===== config.mk =====
export PLATFORM = sky130hd
export DESIGN_NAME = imem_loader
export DESIGN_NICKNAME = d
export VERILOG_FILES = /design/src/rtl/mips_defs.sv /design/src/rtl/word_assembler.sv /design/src/rtl/imem_loader.sv
export SDC_FILE = /design/constraint.sdc
export NUM_CORES = 1
export LEC_CHECK = 0
export CAP_MARGIN = 30
export CORE_MARGIN = 2
export CORE_UTILIZATION = 35
export DETAILED_ROUTE_END_ITERATION = 6
export SLEW_MARGIN = 30
export SYNTH_ARGS = -nofsm -noshare
export SYNTH_HDL_FRONTEND = slang
export SYNTH_SLANG_ARGS = --single-unit

===== constraint.sdc =====
create_clock -name clk -period 3.66 [get_ports clk]
set_clock_uncertainty 0.05 [all_clocks]
set_input_delay 0.732 -clock clk [delete_from_list [all_inputs] [get_ports clk]]
set_output_delay 0.732 -clock clk [all_outputs]
set_load 0.005 [all_outputs]

===== src/rtl/mips_defs.sv =====
// Shared definitions for the instruction-memory loader.
// State encodings and byte width used by the loader and its helpers.
package mips_defs;

  localparam int BYTE_W = 8;

  typedef enum logic [2:0] {
    S_IDLE   = 3'd0,
    S_HDR_HI = 3'd1,
    S_HDR_LO = 3'd2,
    S_DATA   = 3'd3,
    S_WRITE  = 3'd4,
    S_DONE   = 3'd5,
    S_ERR    = 3'd6
  } ld_state_t;

endpackage


===== src/rtl/word_assembler.sv =====
// Packs a byte stream into big-endian words.
// First byte lands in the top byte; full flags the final byte of a word.
module word_assembler
  import mips_defs::*;
#(
  parameter int WIDTH = 32
) (
  input  logic              clk,
  input  logic              reset,
  input  logic              clear,
  input  logic              shift,
  input  logic [BYTE_W-1:0] data,
  output logic [WIDTH-1:0]  word,
  output logic              full
);

  localparam int NB = WIDTH / BYTE_W;
  localparam int IW = $clog2(NB);

  logic [WIDTH-BYTE_W-1:0] acc;
  logic [IW-1:0]           idx;

  // word already includes the byte on the input, so it is valid when full
  assign word = {acc, data};
  assign full = shift && (idx == IW'(NB - 1));

  always_ff @(posedge clk) begin
    if (reset || clear) begin
      acc <= '0;
      idx <= '0;
    end else if (shift) begin
      acc <= word[WIDTH-BYTE_W-1:0];
      idx <= full ? '0 : idx + IW'(1);
    end
  end

endmodule


===== src/rtl/imem_loader.sv =====
// Loads instruction memory from a counted byte stream,
// holding the core in reset until the program is in place.
module imem_loader
  import mips_defs::*;
#(
  parameter int WIDTH = 32,
  parameter int DEPTH = 64
) (
  input  logic                       clk,
  input  logic                       reset,
  input  logic                       start,
  input  logic                       byte_valid,
  input  logic [BYTE_W-1:0]          byte_data,
  output logic                       byte_ready,
  output logic                       imem_we,
  output logic [WIDTH-1:0]           imem_addr,
  output logic [WIDTH-1:0]           imem_wd,
  output logic                       core_hold,
  output logic                       done,
  output logic                       error,
  output logic [$clog2(DEPTH):0]     words_loaded
);

  localparam int ADDR_W = $clog2(DEPTH);

  ld_state_t         state;
  logic [15:0]       cnt;
  logic [ADDR_W:0]   word_idx;
  logic [WIDTH-1:0]  asm_word;
  logic              asm_full;
  logic              xfer;
  logic              idle_like;
  logic              restart;
  logic              shift;
  logic [15:0]       hdr_cnt;

  assign xfer      = byte_valid && byte_ready;
  assign idle_like = (state == S_IDLE) || (state == S_DONE)
                  || (state == S_ERR);
  assign restart   = start && idle_like;
  assign shift     = xfer && (state == S_DATA);
  assign hdr_cnt   = {cnt[15:8], byte_data};

  assign words_loaded = word_idx;

  word_assembler #(.WIDTH(WIDTH)) u_asm (
    .clk   (clk),
    .reset (reset),
    .clear (restart),
    .shift (shift),
    .data  (byte_data),
    .word  (asm_word),
    .full  (asm_full)
  );

  always_ff @(posedge clk) begin
    if (reset) begin
      state      <= S_IDLE;
      cnt        <= '0;
      word_idx   <= '0;
      byte_ready <= 1'b0;
      imem_we    <= 1'b0;
      imem_addr  <= '0;
      imem_wd    <= '0;
      core_hold  <= 1'b1;
      done       <= 1'b0;
      error      <= 1'b0;
    end else begin
      imem_we <= 1'b0;
      unique case (state)
        S_IDLE, S_DONE, S_ERR: begin
          if (start) begin
            state      <= S_HDR_HI;
            byte_ready <= 1'b1;
            core_hold  <= 1'b1;
            done       <= 1'b0;
            error      <= 1'b0;
            word_idx   <= '0;
            cnt        <= '0;
          end
        end
        S_HDR_HI: begin
          if (xfer) begin
            cnt[15:8] <= byte_data;
            state     <= S_HDR_LO;
          end
        end
        S_HDR_LO: begin
          if (xfer) begin
            cnt <= hdr_cnt;
            if (hdr_cnt == 16'd0) begin
              state      <= S_DONE;
              byte_ready <= 1'b0;
              core_hold  <= 1'b0;
              done       <= 1'b1;
            end else if (hdr_cnt > 16'(DEPTH)) begin
              state      <= S_ERR;
              byte_ready <= 1'b0;
              error      <= 1'b1;
            end else begin
              state <= S_DATA;
            end
          end
        end
        S_DATA: begin
          if (asm_full) begin
            state      <= S_WRITE;
            byte_ready <= 1'b0;
            imem_we    <= 1'b1;
            imem_addr  <= WIDTH'(word_idx) << 2;
            imem_wd    <= asm_word;
          end
        end
        S_WRITE: begin
          word_idx <= word_idx + (ADDR_W + 1)'(1);
          if (16'(word_idx) + 16'd1 == cnt) begin
            state     <= S_DONE;
            core_hold <= 1'b0;
            done      <= 1'b1;
          end else begin
            state      <= S_DATA;
            byte_ready <= 1'b1;
          end
        end
        default: begin
          state      <= S_IDLE;
          byte_ready <= 1'b0;
        end
      endcase
    end
  end

endmodule


# Word-level counts from Yosys, hierarchy flattened
# Cells that the tools add are included.
dict set report totals {
  word_cells 98
  out_inout_bits 76
  regBits 96
  input_bits 12
}
dict set report op_classes {
  n_eq_ne 18
  addsub 3
  reduce_logical 23
  n_mux 37
  magnitude_cmp 1
  n_bitwise 3
}
# cell n
set ops {}
lappend ops {{8-bit case mux with 3 select lines} 1}
lappend ops {{3-bit 2-to-1 mux} 7}
lappend ops {{1-bit 2-to-1 mux} 17}
lappend ops {{8-bit by 16-bit equality test with 1-bit output} 1}
lappend ops {{16-bit by 7-bit > comparator with 1-bit output (second input constant)} 1}
lappend ops {{16-bit logical NOT} 1}
lappend ops {{16-bit 2-to-1 mux} 1}
lappend ops {{8-bit 2-to-1 mux} 2}
lappend ops {{2-bit != test (second input constant)} 8}
lappend ops {{8-bit case mux with 2 select lines} 1}
lappend ops {{3-bit case mux with 5 select lines} 1}
lappend ops {{7-bit case mux with 2 select lines} 1}
lappend ops {{5-bit AND reduction} 2}
lappend ops {{3-bit equality test (second input constant)} 3}
lappend ops {{7-bit by 1-bit adder with 8-bit output (second input constant)} 1}
lappend ops {{4-bit AND reduction} 2}
lappend ops {{7-bit by 1-bit adder with 7-bit output (second input constant)} 1}
lappend ops {{7-bit 2-to-1 mux} 1}
lappend ops {{3-bit by 2-bit equality test with 1-bit output (second input constant)} 2}
lappend ops {{1-bit case mux with 3 select lines} 2}
lappend ops {{6-bit AND reduction} 1}
lappend ops {{2-bit nonzero test} 3}
lappend ops {{1-bit case mux with 5 select lines} 1}
lappend ops {{1-bit logical AND} 4}
lappend ops {{other kinds (15)} 20}

# Depth between registers and ports, before layout
# Gate-level depths: netlist of run 1.
dict set report depth {
  word_depth 5
  ltp_mapped 9
  ltp_nobuf 7
}

# Modules after synthesis
# A second synthesis of run 1 with hierarchy kept.
dict set report hier_totals {
  cells_unflattened 524
  hier_area_um2 4400.5
}
# mod instances seq_area_each_um2 cells_each area_each_um2
set modules_own_cells {}
lappend modules_own_cells {imem_loader 1 1401.3 428 3389.5}
lappend modules_own_cells {word_assembler 1 520.5 96 1011.0}

# Worst setup path before layout of run 1
# No wires, ideal clock.
dict set report synth_path {
  kind {input -> register}
  from {in start}
  to {reg cnt[0]}
  arrival_ps 1963
  cell_stages 7
  path_slack_ps 1520
  setup_time_ps 128
  n_path_buf 1
  required_ps 3482
  path_cell_list {buf_2 -> nand2_1 -> o21ai_0 -> a21oi_1 -> o22ai_2 -> mux2i_1 -> nor2_1}
}
dict set report synth_between {
  elab_chain_len 2
}
# element line
set synth_lines {}
lappend synth_lines {{start: declaration} imem_loader.sv:11} ;# input logic start,
lappend synth_lines {{2-bit != test (no source line)} -}
lappend synth_lines {{3-bit AND reduction (no source line)} -}
lappend synth_lines {{end signal: assignment} imem_loader.sv:90} ;# cnt <= hdr_cnt;
lappend synth_lines {{end: declaration} imem_loader.sv:27} ;# logic [15:0] cnt;
# No other way between the ends.
# A chain may end at the register's enable or synchronous reset.

# Worst setup path in the final report of run 1
dict set report layout_path {
  from {in start}
  to {reg cnt[1]}
}
# Same word-level chain as after synthesis.

==> impl_metrics.py, run 1 <==
metrics = {
    "worst_setup_path": {
        "criticalPathCategory": "in -> reg",
        "worst_path_largest_cell_delay_ps": 670,
        "startpoint_type": "input pin",
        "worstPathRequired_ps": 3830,
        "slowest_stage": "clkdlybuf4s50_1",
        "crit_path_end_kind": "flop",
        "cp_max_fo": 11,
        "critPathArrivalTime_ps": 2830,
        "cp_cell_sequence": "clkdlybuf4s50_1, nand2_1, o21ai_0, a21oi_1, o22ai_2, mux2i_1, nor2_1",
    },
    "timing": {
        "min_period_ps": 2661,
        "rsz0062_at_grt": "false",
        "setup_viol": 0,
        "finalSetupTns_ps": 0,
        "hold_viol_final": 0,
        "timing.fmax_ghz": 0.3757,
        "setup_ws_ps": 998.6,
        "slew_headroom_pct": 39.48,
        "worstMarginPinSlew_ps": 906.6,
        "period_share_pct": 72.71,
        "slew_viol_final": 0,
    },
    "min_path": {
        "hp-class": "reg -> reg",
    },
    "global_route": {
        "antenna_found_initial": 0,
        "grt_pass1_wl_um": 16630,
        "grt_usage_pct": 16.08,
        "grt_max_degree": 48,
        "overflow": 0,
        "grt_pass1_vias": 3358,
    },
    "routing": {
        "viasPerCell": 5.012,
        "drt-total-wl_um": 10020,
        "ant_nets": 0,
        "num_vias": 3629,
        "wl_per_cell_um": 13.84,
        "route.detailed.drc": 7,
        "first_pass_iters": 6,
        "first_iter_violations": 301,
    },
    "placement": {
        "hpwl_um": 6900,
        "pre_cts_slack_ps": 677.2,
        "placed_cells": 709,
        "numPortBuffers": 62,
        "gp_congestion": 0.8808,
    },
    "die": {
        "ios": 88,
        "num_rows": 39,
        "core_area_sq_um": 11520,
        "die_y_um": 113.1,
        "die-width_um": 113.1,
        "die_area_sq_um": 12790,
        "start_util_pct": 36.16,
    },
    "run_status": {
        "violations": "design-rule violations",
        "status": "complete, but fails checks",
    },
    "synthesis": {
        "synth_edf_count": 0,
        "synth-main-ff-cell": "dfxtp_1",
        "ys_seq_area_share_pct": 46.15,
        "ys_types": 46,
        "ys_seq_elements": 96,
        "syn_area_sq_um": 4164,
        "synth_warnings": 0,
        "syn_inst": 532,
        "synthArstFlopShare_pct": 0,
        "synth.avg_cell_area_sq_um": 7.827,
    },
    "finish": {
        "nNetsFinal": 591,
        "drive_gt1_share_pct": 5.336,
        "final_common_cell": "nand2_1",
        "finish.utilization_pct": 44.00,
        "ff_latch_area_sq_um": 1922,
        "multiInputGateArea_sq_um": 2002,
        "areaGrowthSynthToFinish_pct": 21.69,
        "antenna_cells": 0,
        "fillers": 1187,
        "mostFrequentLayoutCells": "nand2_1 (147), dfxtp_1 (96), a21oi_1 (84)",
        "finalNonFillerCells": 724,
    },
    "cts": {
        "root_buffer": "clkbuf_16",
        "clkTransAtPathRegs_ps": 70,
        "htreeDepth": 3,
        "ctsHoldBuffers": 0,
        "cts_buffers": 9,
        "cts-resized-gates": 0,
        "worstSkewPairLatency_ps": 340,
        "cts_buffer_depth": 2,
        "postCtsSetupBuffers": 0,
        "tritoncts": "yes",
        "clock_sink_count": 96,
    },
    "power": {
        "cellPowerDensity_nw_per_um2": 449.5,
        "total_leakage_power_uw": 0.001714,
        "vdd_ir_drop_max_uv": 269.8,
    },
    "run": {
        "cap_violations": 0,
    },
}
[critical path: cells and delay by family]
family,cells,cell delay (ps)
AOI/OAI and AO/OA,3,890
muxes,1,250
and+or+nand+nor,2,280
buffers and inverters,1,670
[area by class of cell]
| cell class | count | area share (%) |
|---|---|---|
| Timing Repair Buffer | 68 | 13.28 |
| Inverter | 3 | 0.2222 |
| Sequential cell | 96 | 37.93 |
| Clock inverter | 5 | 0.8148 |
| Tap cell | 143 | 3.531 |
| Multi-Input combinational cell | 399 | 39.51 |
| Clock buffer | 10 | 4.716 |
[where the power goes]
part	total [uW]	switching, uW	internal, uW	leakage (uW)
logic	279	165	115	0.000808
registers	1120	48.7	1070	0.000774
clock network	882	402	480	0.000131
total	2280	615	1660	0.00171
[layer usage]
layer  global-route usage (%)  part of all wire, %  vias to the layer above  wire, um
li1                         -                    -                     1821         -
met1                    21.90                   48                     1706      4850
met2                    24.83                   45                       91      4500
met3                    4.017                  5.4                       11       545
met4                    5.772                  1.2                        0       124
met5                        0                    0                        -         0
[metrics by stage]
| stage | instance area, sq um | hold WS (ps) | total power, uW |
|---|---|---|---|
| after global placement | 4787 | 394.7 | 1415 |
| after CTS | 5067 | 409.0 | 2302 |
| after detailed placement | 4787 | 399.2 | 1418 |
| final | 5067 | 403.7 | 2278 |
| after floorplan | 4254 | 382.1 | 1353 |
| after global routing | 5067 | 414.2 | 2381 |
[cells in the mapped netlist (2+ instances only)]
cell	count	area (sq um)
nand2_1	147	551.8
dfxtp_1	96	1922
a21oi_1	84	420.4
nor2_1	40	150.1
buf_4	25	187.7
clkbuf_1	25	93.84
o21ai_0	11	55.05
a22oi_1	9	67.56
xnor2_1	9	78.83
mux2i_1	8	80.08
buf_2	6	30.03
nand2b_1	6	37.54
nor3_1	6	30.03
a31oi_1	5	31.28
nand3_1	5	25.02
or3_1	4	25.02
a211oi_1	3	22.52
inv_1	3	11.26
o22a_1	3	26.28
xor2_1	3	26.28
buf_1	2	7.510
ha_1	2	25.02
nand4_1	2	12.51
nor3_2	2	20.02
nor4_4	2	42.54
o211ai_1	2	15.01
o21a_1	2	15.01
o22ai_1	2	12.51
[registers in the layout, indices dropped and copies added, names as in the netlist, 2 cells and up]
signal	count
u_asm.acc	24
state	3
imem_addr	7
cnt	16
words_loaded	7
u_asm.idx	2
imem_wd	32
[final timing paths]
kind,from,end,slack (ps),cells past startpoint
setup / recovery,start,cnt[1]$_SDFFE_PP0P_,1000,7
hold / removal,u_asm.acc[23]$_SDFFE_PP0P_,imem_wd[31]$_SDFFE_PP0P_,400,2
setup reg to reg,state[2]$_SDFFE_PP0P_,cnt[1]$_SDFFE_PP0P_,1050,6
hold reg to reg,u_asm.acc[23]$_SDFFE_PP0P_,imem_wd[31]$_SDFFE_PP0P_,400,2
[cells by family (layout without fill, tap and decap cells)]
group	Yosys count	count (layout)	synth area share, %
adders and majority gates	2	2	0.6009
other	1	25	0.09006
AOI/OAI and AO/OA	128	128	17.49
and+or+nand+nor	223	223	23.02
xor gates and xnor gates	12	12	2.524
DFF	96	96	46.15
buffers and inverters	61	86	7.933
muxes	9	9	2.194
No activity file was read; power rests on OpenSTA's default activity.
==> inputs of run 2 (changes only) <==
- clock period: 3.66 -> 2.18 ns (I/O delays scaled with it)
==> run 2 against run 1 <==
  * The flow still finishes with violations (design-rule violations)
  * Sequential power rose by 64%
  * Non-clock buffer count rose by 42
  * Power rose by 79%
  * Critical endpoint is now byte_ready$_SDFFE_PP0P_
  * Highest routed layer unchanged
==> impl_metrics.py, run 2 (same netlist as run 1, synthesis figures left out) <==
metrics = {
    "power": {
        "sw_frac_of_total_pct": 26.66,
        "clkPwrFrac_pct": 39.5,
        "comb_power_share_pct": 15.5,
        "p_switching_uw": 1089,
        "internal-power_uw": 2994,
        "power_frac_seq_pct": 45.0,
        "total_leakage_power_uw": 0.001952,
        "power_uw": 4083,
        "cellPowerDensity_nw_per_um2": 748.6,
        "vdd_ir_drop_max_uv": 300.8,
    },
    "finish": {
        "nNetsFinal": 633,
        "reg_top3": "imem_wd: 32 flops, u_asm.acc: 24 flops, cnt: 16 flops",
        "fillers": 1154,
        "regMostFlops": "imem_wd",
        "final_common_cell": "nand2_1",
        "mostFrequentLayoutCells": "nand2_1 (147), dfxtp_1 (96), a21oi_1 (83)",
        "antenna_cells": 0,
        "finish.utilization_pct": 47.36,
        "areaGrowthSynthToFinish_pct": 30.98,
        "drive_gt1_share_pct": 11.86,
        "largest_reg_flops": 32,
    },
    "worst_setup_path": {
        "crit_path_end_kind": "flop",
        "startpoint_type": "flop",
        "worstPathRequired_ps": 2370,
        "slowest_stage": "or4_4",
        "reg2regPathDepth": 6,
        "critPathBufInv": 0,
        "reg2reg_slack_ps": 160,
        "cp_cell_sequence": "nor4_4, nand2_2, or4_4, nor3_4, nand4_1, a31o_1",
        "cp_top_family": "simple AND/OR/NAND/NOR gates",
        "criticalPathCategory": "reg -> reg",
        "critPathLaunch": "cnt[11]$_SDFFE_PP0P_",
        "worstReg2RegStart": "cnt[11]$_SDFFE_PP0P_",
        "rr_endpoint": "byte_ready$_SDFFE_PP0P_",
        "cp_max_fo": 3,
        "critical_path.endpoint": "byte_ready$_SDFFE_PP0P_",
        "cp.depth": 6,
        "worst_path_largest_cell_delay_ps": 560,
        "critPathArrivalTime_ps": 2220,
    },
    "timing": {
        "hold_viol_final": 0,
        "setup_viol": 0,
        "period_share_pct": 92.85,
        "rsz0062_at_grt": "false",
        "timing.fmax_ghz": 0.4940,
        "setup_ws_ps": 155.8,
        "min_period_ps": 2024,
        "slew_viol_final": 0,
    },
    "cts": {
        "root_buffer": "clkbuf_16",
        "tritoncts": "yes",
        "clock_sink_count": 96,
        "cts_buffers": 9,
        "clkTransAtPathRegs_ps": 70,
        "cts_buffer_depth": 2,
        "htreeDepth": 3,
        "worstSkewPairLatency_ps": 350,
    },
    "run": {
        "cap_violations": 0,
    },
    "routing": {
        "ant_nets": 0,
        "route.detailed.drc": 7,
        "first_iter_violations": 257,
        "num_vias": 3731,
        "drt-total-wl_um": 10580,
        "viasPerCell": 4.864,
        "first_pass_iters": 6,
        "wl_per_cell_um": 13.80,
    },
    "die": {
        "num_rows": 39,
        "core_area_sq_um": 11520,
        "die_y_um": 113.1,
        "start_util_pct": 36.16,
        "die-width_um": 113.1,
        "die_area_sq_um": 12790,
        "ios": 88,
    },
    "placement": {
        "hpwl_um": 7743,
        "gp_congestion": 0.8205,
        "numPortBuffers": 62,
        "pre_cts_slack_ps": -87.82,
    },
    "global_route": {
        "grt_pass1_wl_um": 18000,
        "antenna_found_initial": 0,
        "grt_usage_pct": 17.51,
        "overflow": 0,
        "grt_max_degree": 37,
        "grt_pass1_vias": 3592,
    },
    "min_path": {
        "min_from": "u_asm.acc[23]$_SDFFE_PP0P_",
        "hp-class": "reg -> reg",
    },
    "run_status": {
        "violations": "design-rule violations",
        "status": "complete, but fails checks",
    },
}
==> run 2: metrics by stage <==
| step | cell area, sq um | hold slack, ps | instances | setup TNS [ps] |
|---|---|---|---|---|
| 2_1_floorplan | 4254 | 382.1 | 556 | 0 |
| 6_report | 5454 | 404.2 | 767 | 0 |
| 5_1_grt | 5454 | 420.5 | 767 | 0 |
| 4_1_cts | 5436 | 405.5 | 766 | 0 |
| 3_3_place_gp | 5132 | 393.9 | 750 | -673.6 |
| 3_5_place_dp | 5132 | 395.6 | 750 | -834.3 |
==> run 2: power by group through the flow <==
stage	Sequential [uW]	Combinational, uW	Clock, uW
2_1_floorplan	1860	412	0
3_3_place_gp	1880	625	0
3_5_place_dp	1880	628	0
4_1_cts	1840	629	1660
5_1_grt	1840	708	1730
6_report	1840	632	1610
==> run 2: timing repair <==
action	4_1_cts	5_1_grt
setup buffers	0	1
setup endpoints to repair	0	3
hold buffers	0	0
resized for setup	0	2
==> run 2: tightest hold or removal path, stage by stage, from the launching register on <==
cell     delay (ps)
dfxtp_1         310
nand2_1          50
a21oi_1          50
==> run 2: how the worst min path moves through the flow <==
stage	slack, ps	cells after the start	end
after floorplan	380	2	imem_wd[24]$_SDFFE_PP0P_
after global placement	390	2	imem_wd[17]$_SDFFE_PP0P_
after detailed placement	400	2	imem_wd[31]$_SDFFE_PP0P_
after CTS	410	2	imem_wd[31]$_SDFFE_PP0P_
after global routing	420	2	imem_wd[31]$_SDFFE_PP0P_
final	400	2	imem_wd[31]$_SDFFE_PP0P_
==> run 2: layer usage <==
layer | routed length, um | global-route usage (%) | vias to the layer above
met5 | 0 | 0 | -
met4 | 129 | 5.854 | 0
met3 | 673 | 4.874 | 12
met2 | 4755 | 27.47 | 93
met1 | 5024 | 23.32 | 1707
li1 | - | - | 1919
==> run 2: area by class of cell <==
type	count	area, sq um	area share (%)
clock inverters	6	75.07	1.376
inverters	3	11.26	0.2065
flip-flops and latches	96	1922	35.24
repair buffers	110	1026	18.81
well taps	143	178.9	3.281
clock buffers	10	229.0	4.198
multi-input cells	399	2012	36.89
